[src/rtl/pipe_ctrl.sv]
// pipe_ctrl: stall/flush control for pipeline register banks; optional perf counters via PIPE_CTRL_PERF_CNT_EN
module pipe_ctrl #(
  parameter int NSTAGE = 5,
  parameter int MCW = 6
) (
  input  logic              clk,
  input  logic              rst_n,
  input  logic              load_use,
  input  logic              redirect,
  input  logic              mem_busy,
  input  logic              mc_start,
  input  logic [MCW-1:0]    mc_cycles,
  output logic [NSTAGE-2:0] stage_en,
  output logic [NSTAGE-2:0] stage_flush,
  output logic              mc_done,
  output logic              mc_active
`ifdef PIPE_CTRL_PERF_CNT_EN
  ,
  output logic [31:0]       stall_cnt,
  output logic [31:0]       flush_cnt
`endif
);
  localparam int NB = NSTAGE - 1;
  localparam logic [MCW-1:0] ONE = 1;
  localparam logic [NB-1:0] MC_EN = {{(NB-2){1'b1}}, 2'b00};
  localparam logic [NB-1:0] MC_FL = NB'(3'b100);
  localparam logic [NB-1:0] LU_EN = ~NB'(1'b1);
  localparam logic [NB-1:0] LU_FL = NB'(2'b10);
  localparam logic [NB-1:0] RD_FL = NB'(2'b11);

  typedef enum logic [1:0] {RUN, MEM_WAIT, MC_BUSY} state_t;

  state_t state, state_nx, eff;
  logic [MCW-1:0] cnt, cnt_nx;
  logic pend, pend_nx, ret_mc, ret_mc_nx, done;
  logic [NB-1:0] en, fl;

  // MEM_WAIT with memory ready behaves as the state it returns to, so release takes effect the cycle mem_busy drops
  always_comb begin
    eff = (state == MEM_WAIT && !mem_busy) ? (ret_mc ? MC_BUSY : RUN) : state;
    state_nx = eff;
    cnt_nx = cnt;
    pend_nx = pend;
    ret_mc_nx = ret_mc;
    en = '1;
    fl = '0;
    done = 1'b0;
    if (eff == RUN) begin
      if (mem_busy) begin
        en = '0;
        state_nx = MEM_WAIT;
        ret_mc_nx = 1'b0;
        pend_nx = pend | redirect;
      end else if (redirect || pend) begin
        fl = RD_FL;
        pend_nx = 1'b0;
      end else if (mc_start) begin
        if (mc_cycles <= ONE) begin
          done = 1'b1;
        end else begin
          en = MC_EN;
          fl = MC_FL;
          cnt_nx = mc_cycles - ONE;
          state_nx = MC_BUSY;
        end
      end else if (load_use) begin
        en = LU_EN;
        fl = LU_FL;
      end
    end else if (eff == MC_BUSY) begin
      if (mem_busy) begin
        en = '0;
        state_nx = MEM_WAIT;
        ret_mc_nx = 1'b1;
      end else if (cnt <= ONE) begin
        done = 1'b1;
        cnt_nx = '0;
        state_nx = RUN;
      end else begin
        en = MC_EN;
        fl = MC_FL;
        cnt_nx = cnt - ONE;
      end
    end else begin
      en = '0;
      pend_nx = pend | redirect;
    end
  end

  // reset forces every bank to hold a bubble regardless of state
  always_comb begin
    stage_en = rst_n ? en : '0;
    stage_flush = rst_n ? fl : '1;
    mc_done = rst_n & done;
    mc_active = rst_n & (state == MC_BUSY || (state == MEM_WAIT && ret_mc));
  end

  // state, counter and pending-flush registers
  always_ff @(posedge clk or negedge rst_n) begin
    if (!rst_n) begin
      state <= RUN;
      cnt <= '0;
      pend <= 1'b0;
      ret_mc <= 1'b0;
    end else begin
      state <= state_nx;
      cnt <= cnt_nx;
      pend <= pend_nx;
      ret_mc <= ret_mc_nx;
    end
  end

  a_no_redirect_in_mc: assert property (@(posedge clk) disable iff (!rst_n) state == MC_BUSY |-> !redirect);

`ifdef PIPE_CTRL_PERF_CNT_EN
  // saturating counts of stall cycles and redirect flushes
  always_ff @(posedge clk or negedge rst_n) begin
    if (!rst_n) begin
      stall_cnt <= '0;
      flush_cnt <= '0;
    end else begin
      if (!(&stage_en) && stall_cnt != '1) stall_cnt <= stall_cnt + 32'd1;
      if (stage_flush[0] && flush_cnt != '1) flush_cnt <= flush_cnt + 32'd1;
    end
  end
`endif
endmodule

[config.mk]
export PLATFORM = sky130hd
export DESIGN_NAME = pipe_ctrl
export DESIGN_NICKNAME = d
export VERILOG_FILES = /design/src/rtl/pipe_ctrl.sv
export SDC_FILE = /design/constraint.sdc
export NUM_CORES = 1
export LEC_CHECK = 0
export ABC_AREA = 0
export BUFFER_PORTS_ARGS = -buffer_cell sky130_fd_sc_hd__clkbuf_2
export CAP_MARGIN = 40
export CORE_UTILIZATION = 50
export CTS_BUF_LIST = sky130_fd_sc_hd__clkbuf_8 sky130_fd_sc_hd__clkbuf_16
export CTS_CLUSTER_SIZE = 10
export DETAILED_ROUTE_END_ITERATION = 16
export GPL_ROUTABILITY_DRIVEN = 0
export PLACE_DENSITY_LB_ADDON = 0.08
export SETUP_SLACK_MARGIN = 0.5
export SLEW_MARGIN = 20
export SYNTH_ARGS = -nofsm -noshare
export SYNTH_HDL_FRONTEND = slang
export SYNTH_SLANG_ARGS = --single-unit
[constraint.sdc]
create_clock -name clk -period 8.1 [get_ports clk]
set_input_delay 2.43 -clock clk [delete_from_list [all_inputs] [get_ports clk]]
set_output_delay 2.43 -clock clk [all_outputs]
set_load 0.01 [all_outputs]
## Word level (Yosys, flattened, before mapping)

Cells that the tools add are included.

| storage, ports and cells | value |
|---|---|
| bits in registers | 10 |
| input bits | 12 |

| cells by class | value |
|---|---|
| add/sub/neg operators | 2 |
| $lt $le $gt $ge | 2 |
| equal/unequal tests | 12 |
| multiplexer cells | 54 |
| bitwise operators | 3 |
| reductions and logical operators | 10 |

Operators with widths:

| kind | count |
|---|---|
| $mux W4 | 12 |
| $mux W6 | 8 |
| $mux W2 | 13 |
| $mux W1 | 17 |
| $ne A2 B2 Y1 const B | 8 |
| $le A6 B1 Y1 const B | 2 |
| $mux W3 | 4 |
| $sub A6 B1 Y6 const B | 2 |
| $reduce_and A6 Y1 | 1 |
| $eq A2 B2 Y1 const B | 2 |
| $ne A3 B2 Y1 const B | 1 |
| $reduce_and A3 Y1 | 1 |
| $and A1 B1 Y1 | 2 |
| $eq A2 B1 Y1 const B | 1 |
| $logic_and A1 B1 Y1 | 2 |
| $logic_not A2 Y1 | 1 |
| $logic_or A1 B1 Y1 | 2 |
| $reduce_and A2 Y1 | 1 |
| $reduce_bool A2 Y1 | 1 |
| $logic_not A1 Y1 | 1 |
| $or A1 B1 Y1 | 1 |

## Logic depth before layout (Yosys ltp)

Gate-level depths: netlist of run 1.

| logic depth | value |
|---|---|
| depth after elaboration | 8 |
| gate-level depth with buffers | 6 |
| gate-level depth less buffers | 6 |

## Worst setup path before layout of run 1

Ideal clock, no wire load.

| path | value |
|---|---|
| path type | input-to-output |
| start point | in mc_cycles[3] |
| end point | out mc_done |
| data arrival time | 3.646 ns |
| slack | 2.024 ns |
| stages on the path | 4 |
| path through | or3_4 -> nor3_4 -> or3b_1 -> a21oi_1 |

| between the ends | value |
|---|---|
| word-level cells in the longest chain between the ends | 7 |

Ends and longest elaborated chain:

| item | line | text |
|---|---|---|
| from (decl) | 12 | `input logic [MCW-1:0] mc_cycles,` |
| $le A6 B1 Y1 | 58 | `if (mc_cycles <= ONE) begin` |
| $mux W1 | 58 |  |
| $mux W1 | 57 | `end else if (mc_start) begin` |
| $mux W1 | 54 | `end else if (redirect \|\| pend) begin` |
| $mux W1 | 49 | `if (mem_busy) begin` |
| $mux W1 | 48 | `if (eff == RUN) begin` |
| $and A1 B1 Y1 | 94 | `mc_done = rst_n & done;` |
| to (decl) | 15 | `output logic mc_done,` |

Every way passes these cells.

## Final worst setup path of run 1

Same ends and word-level chain as after synthesis.

==> reports/results.ini, run 1 <==
[clock_network]
clk_pin_slew_worst_paths_ns=0.04
cts_buffers=3
clkSinkCount=10
cts_tree=done
cts_buffer_depth=2
post_cts_buffers=0
clk_latency_ns=0.23
holdBufCountCts=0
cts_root_buffer=clkbuf_8
cts_max_level=1
post_cts_resized=0

[grt]
grt_pass1_vias=825
grt_max_degree=17
grt_pass1_wl_um=3470
grtUsageTotal_pct=23.1
grt_remaining_overflow=0
antenna_found_initial=0

[cells_and_area]
n_fill_cell=154
final_nets=143
n_antenna_cell=0
drive_above_1_share_pct=27.2
syn2layout_area_growth_pct=16.7
final_util_pct=62.5

[run]
drv_cap=0

[drt]
vias=901
drt-pass1-iter-count=5
drt-wirelength-per-cell_um=14.0
vias_per_cell=6.01
route.detailed.drc=0
ant_nets=0
drt_iter0_drc=13
finalWirelength_um=2100

[synthesis]
synthTopCellsByArea=dfrtp_1 27%, ha_1 5.4%, nor2_1 4.0%
yosysTopAreaCell=dfrtp_1
synth_area_um2=935
synthTopCellsByCount=10 x dfrtp_1, 10 x nor2_1, 9 x inv_1
ys.flop_type=dfrtp_1
synth_cell_types=41
synth_fa_ha_area_share_pct=5.35
synthSimpleGateAreaFrac_pct=23.0
synth_edf_count=0
synthArstFlopShare_pct=100
syn_inst=105
synthMuxAreaShare_pct=4.42
synth_compound_area_share_pct=31.7
synth_nets=121
synth_top_area_share_pct=26.8
synth_xor_area_share_pct=2.81
yosysWarnings=0
ys_ff_latch=10
yosysSeqAreaShare_pct=26.8
synth_top_family_by_area=compound AO/OA/AOI/OAI gates
syn_area_per_cell_um2=8.90

[sta]
timing.final.ws_setup_ns=1.78
fmax_mhz=158
maxSlewHeadroom_pct=72.2
fin_crit_sh_pct=78.0
skew_ns=0.00353
period_needed_ns=6.32
rsz0062_at_grt=false
setup_viol=0
timing.hold.ws_ns=0.518
hold_viol=0
final.setup.tns_ns=0
tightest_slew_ns=0.417
drv_slew=0

[worst_setup_path]
crit_top_cell=clkbuf_2
crit_type=in2out
crit_path_cell_trace=clkbuf_2 > or3_4 > nor3_4 > or3b_1 > a21oi_1 > clkbuf_2
arrival_ns=3.89
slowest_delay_ns=0.43
crit_fanout=5
cp.depth=6
crit_required_ns=5.67
reg2reg_depth=4
crit_buf_inv=2
critPathTopFamily=simple AND/OR/NAND/NOR gates
reg2reg_slack_ns=6.18
critPathCaptureType=output port
crit_path_top_delay_cell=or3_4
worst_setup_path_start_kind=input pin

[power_and_ir_drop]
pwr-share-clk_pct=14.2
irDropWorstVdd_mv=0.216
seqPwrFrac_pct=31.1
switching_share_pct=44.2
power_frac_comb_pct=54.7
power.density_nw_per_um2=314
power_switching_mw=0.152
intPower_mw=0.191
power_leakage_nw=0.459

[floorplanning]
die_area_um2=2050
core_area_um2=1750
start_util_pct=53.5
die_h_um=45.2
die_w_um=45.2
fp-row-count=15
io-pin-count=22

[placement]
hpwl_um=1610
pre_cts_ws_ns=1.78
portBuffers=21

[hold_path]
min_path_type=reg2reg
min_path_cells=1

[outcome]
outcome=finished clean

## power by group through the flow
| stage | Sequential [mW] | Combinational [mW] | Clock (mW) |
|---|---|---|---|
| after global routing | 0.111 | 0.208 | 0.0530 |
| after detailed placement | 0.106 | 0.188 | 0 |
| after CTS | 0.106 | 0.188 | 0.0503 |
| after floorplan | 0.0937 | 0.153 | 0 |
| after global placement | 0.106 | 0.185 | 0 |
| final | 0.106 | 0.188 | 0.0487 |
## worst paths after layout
check	startpoint	endpoint
max reg2reg	state[1]	cnt[1]
min in group asynchronous	rst_n	pend
max in group asynchronous	rst_n	cnt[5]
min	cnt[5]	cnt[5]
min reg2reg	cnt[5]	cnt[5]
max	mc_cycles[3]	mc_done
## metal layers
layer	up-vias	track usage [%]	wire length, um
met2	22	38.6	1010
li1	448	-	-
met1	427	28.5	961
met4	0	7.27	38
met3	4	6.80	91
met5	-	0	0
## cells by family (layout without fill, tap and decap cells)
family | Yosys count | after routing
adder cells (fa/ha/maj) | 4 | 4
flip-flops | 10 | 10
XOR/XNOR | 3 | 3
multiplexers | 3 | 3
AO/OA/AOI/OAI | 37 | 37
buffers and inverters | 13 | 33
AND/OR/NAND/NOR | 35 | 35
## registers in the layout, summed over array words and instances, names as in the netlist
| signal | cells |
|---|---|
| cnt | 6 |
| state | 2 |
| ret_mc | 1 |
| pend | 1 |
## cells in the final DEF, fill, tap and decap left out, types with 2 or more instances in the layout
cell type	synthesis	layout
o21a_1	2	2
or3_1	3	3
a21oi_1	3	3
or2_1	3	3
nand3_1	4	4
o32ai_1	2	2
xnor2_1	3	3
a221oi_1	4	4
a21o_1	2	2
mux2_4	2	2
o21bai_1	2	2
nor2_1	10	10
o2bb2ai_1	4	4
nand2b_1	2	2
nor3b_1	2	2
clkbuf_2	0	21
or3_4	2	2
ha_1	4	4
nor3_1	3	3
o31ai_1	2	2
o21ai_1	2	2
clkbuf_8	0	3
inv_1	9	9
dfrtp_1	10	10
o22ai_1	5	5
nand2_1	2	2
## area by class of cell
type                            instances  area, um2  share of cell area (%)
Multi-Input combinational cell         82        629                    57.7
Clock buffer                            3       41.3                    3.78
Timing Repair Buffer                   21        105                    9.63
Inverter                                9       33.8                    3.10
Sequential cell                        10        250                    22.9
Tap cell                               25       31.3                    2.87
## metrics by stage
stage               std cells  cell area, um2  power [mW]
CTS                       150            1090       0.344
global route              150            1090       0.372
floorplan                 105             935       0.247
detailed placement        147            1050       0.294
finish                    150            1090       0.343
global placement          147            1050       0.290
No activity file was read; power rests on OpenSTA's default activity.
==> inputs of run 2 (changes only) <==
--- a/config.mk
+++ b/config.mk
@@ -5,10 +5,10 @@
 export SDC_FILE = /design/constraint.sdc
 export NUM_CORES = 1
 export LEC_CHECK = 0
-export ABC_AREA = 0
+export ABC_AREA = 1
 export BUFFER_PORTS_ARGS = -buffer_cell sky130_fd_sc_hd__clkbuf_2
 export CAP_MARGIN = 40
-export CORE_UTILIZATION = 50
+export CORE_UTILIZATION = 47
 export CTS_BUF_LIST = sky130_fd_sc_hd__clkbuf_8 sky130_fd_sc_hd__clkbuf_16
 export CTS_CLUSTER_SIZE = 10
 export DETAILED_ROUTE_END_ITERATION = 16
==> constraint.sdc (replaced) <==
create_clock -name clk -period 5.4 [get_ports clk]
set_input_delay 1.62 -clock clk [delete_from_list [all_inputs] [get_ports clk]]
set_output_delay 1.62 -clock clk [all_outputs]
set_load 0.01 [all_outputs]
==> reports/results.ini, run 2 <==
[outcome]
outcome=finished clean

[sta]
drv_slew=0
timing.hold.ws_ns=0.531
rsz0062_at_grt=false
period_needed_ns=4.45
fin_crit_sh_pct=82.3
final.setup.tns_ns=0
tightest_slew_ns=0.381
setup_viol=0
skew_ns=0.00429
maxSlewHeadroom_pct=74.6
fmax_mhz=225
hold_viol=0

[synthesis]
synth_xor_area_share_pct=1.96
synthSimpleGateAreaFrac_pct=43.1
synth_cell_types=27
synthArstFlopShare_pct=100
syn_inst=143
ys_ff_latch=10
synth_edf_count=0
synth_fa_ha_area_share_pct=5.59
ys.flop_type=dfrtp_1
yosysTopAreaCell=dfrtp_1
synth_top_family_by_area=simple AND/OR/NAND/NOR gates
synth_top_area_share_pct=28.0
syn_area_per_cell_um2=6.26
yosysSeqAreaShare_pct=28.0
synth_area_um2=895
synth_nets=159
synthTopCellsByCount=49 x nand2_1, 20 x inv_1, 14 x nor2_1
synth_compound_area_share_pct=10.9
yosysWarnings=0
synthMuxAreaShare_pct=0
synthTopCellsByArea=dfrtp_1 28%, nand2_1 21%, inv_1 8.4%
yosysMostFrequentCell=nand2_1

[cells_and_area]
layout_commonest_cell=nand2_1
final_nets=184
drive_above_1_share_pct=22.9
largest_reg_flops=6
top_regs=cnt (6), state (2)
mostFrequentLayoutCells=49 x nand2_1, 21 x clkbuf_2, 20 x inv_1
n_fill_cell=184
n_antenna_cell=0
syn2layout_area_growth_pct=19.0
finalNonFillerCells=191
largest-register=cnt

[power_and_ir_drop]
power.density_nw_per_um2=502
power_leakage_nw=0.614
finalPower_mw=0.535
irDropWorstVdd_mv=0.260

[worst_setup_path]
arrival_ns=2.83
worst_setup_path_start_kind=input pin
reg2reg_slack_ns=3.75
reg2reg_depth=9
endpoint=stage_flush[2]
crit_fanout=5
crit_required_ns=3.78
critical_path.startpoint=mc_cycles[0]
r2r_start=cnt[0]
critPathCaptureType=output port
crit_type=in2out
r2r_end=cnt[5]

[run]
drv_cap=0

[placement]
placed_cells=188
hpwl_um=1550
portBuffers=21

[clock_network]
post_cts_resized=0
holdBufCountCts=0
clk_pin_slew_worst_paths_ns=0.05
clkSinkCount=10
cts_buffers=3
cts_root_buffer=clkbuf_8
cts_max_level=1
cts_buffer_depth=2
post_cts_buffers=0
clk_latency_ns=0.24
cts_tree=done

[floorplanning]
die_area_um2=2080
start_util_pct=50.7
core_area_um2=1760
fp-row-count=15
die_w_um=45.6
die_h_um=45.6
io-pin-count=22

[drt]
drt_iter0_drc=21
finalWirelength_um=1990
vias_per_cell=4.83
ant_nets=0
route.detailed.drc=0
drt-wirelength-per-cell_um=10.4
vias=923
drt-pass1-iter-count=4

[grt]
grt_pass1_wl_um=3220
grtUsageTotal_pct=21.7
antenna_found_initial=0
grt_pass1_vias=752
grt_remaining_overflow=0
grt_max_degree=16

[hold_path]
min_path_type=reg2reg

==> run 2: changes by cell type after synthesis, moves of 5 or more <==
cell,before,now
nand3_1,4,9
inv_1,9,20
nand2_1,2,49
o21ai_0,1,7
==> run 2: through the flow <==
stage / util (%) / area [um2] / worst slack [ns]
after detailed placement: 58.0 / 1020 / 0.945
final: 60.4 / 1060 / 0.954
after CTS: 60.4 / 1060 / 0.941
after floorplan: - / 895 / 1.25
after global routing: 60.4 / 1060 / 0.753
after global placement: 58.0 / 1020 / 0.986
==> run 2: final cells by class <==
type	instances	area (um2)	share of cell area, %
Clock buffer	3	41.3	3.88
Inverter	23	86.3	8.11
Multi-Input combinational cell	109	551	51.7
Sequential cell	10	250	23.5
Tap cell	25	31.3	2.94
Timing Repair Buffer	21	105	9.87
==> run 2: critical path, stage by stage <==
cell      delay, ns
clkbuf_2       0.09
inv_1          0.08
ha_1           0.26
o211ai_1       0.21
nand2_1        0.14
o21ai_0        0.17
inv_1          0.07
nand2_1        0.05
clkbuf_2       0.13
==> run 2: per-layer routing <==
| layer | GRT usage (%) | share of wire [%] | vias to the layer above |
|---|---|---|---|
| met4 | 9.09 | 0.85 | 0 |
| met1 | 31.1 | 51 | 404 |
| met2 | 32.6 | 44 | 22 |
| met5 | 0 | 0 | - |
| met3 | 2.38 | 3.8 | 2 |
| li1 | - | - | 495 |
==> run 2: how the worst min path moves through the flow <==
stage,end,slack [ns],depth (start not counted),start
floorplan,cnt[1],0.47,2,cnt[1]
detailed placement,cnt[1],0.52,2,cnt[1]
global placement,cnt[1],0.50,2,cnt[1]
CTS,cnt[1],0.53,2,cnt[1]
finish,cnt[1],0.53,2,cnt[1]
global route,cnt[1],0.56,2,cnt[1]
==> run 2: kinds of logic after synthesis <==
group / after synthesis
XOR/XNOR: 2
adder cells (fa/ha/maj): 4
flip-flops: 10
AO/OA/AOI/OAI: 16
AND/OR/NAND/NOR: 87
buffers and inverters: 24
==> run 2: power by group <==
| group | total, mW | switching (mW) | internal (mW) |
|---|---|---|---|
| clock | 0.0791 | 0.0302 | 0.0489 |
| sequential | 0.144 | 0.0348 | 0.109 |
| combinational | 0.312 | 0.198 | 0.115 |
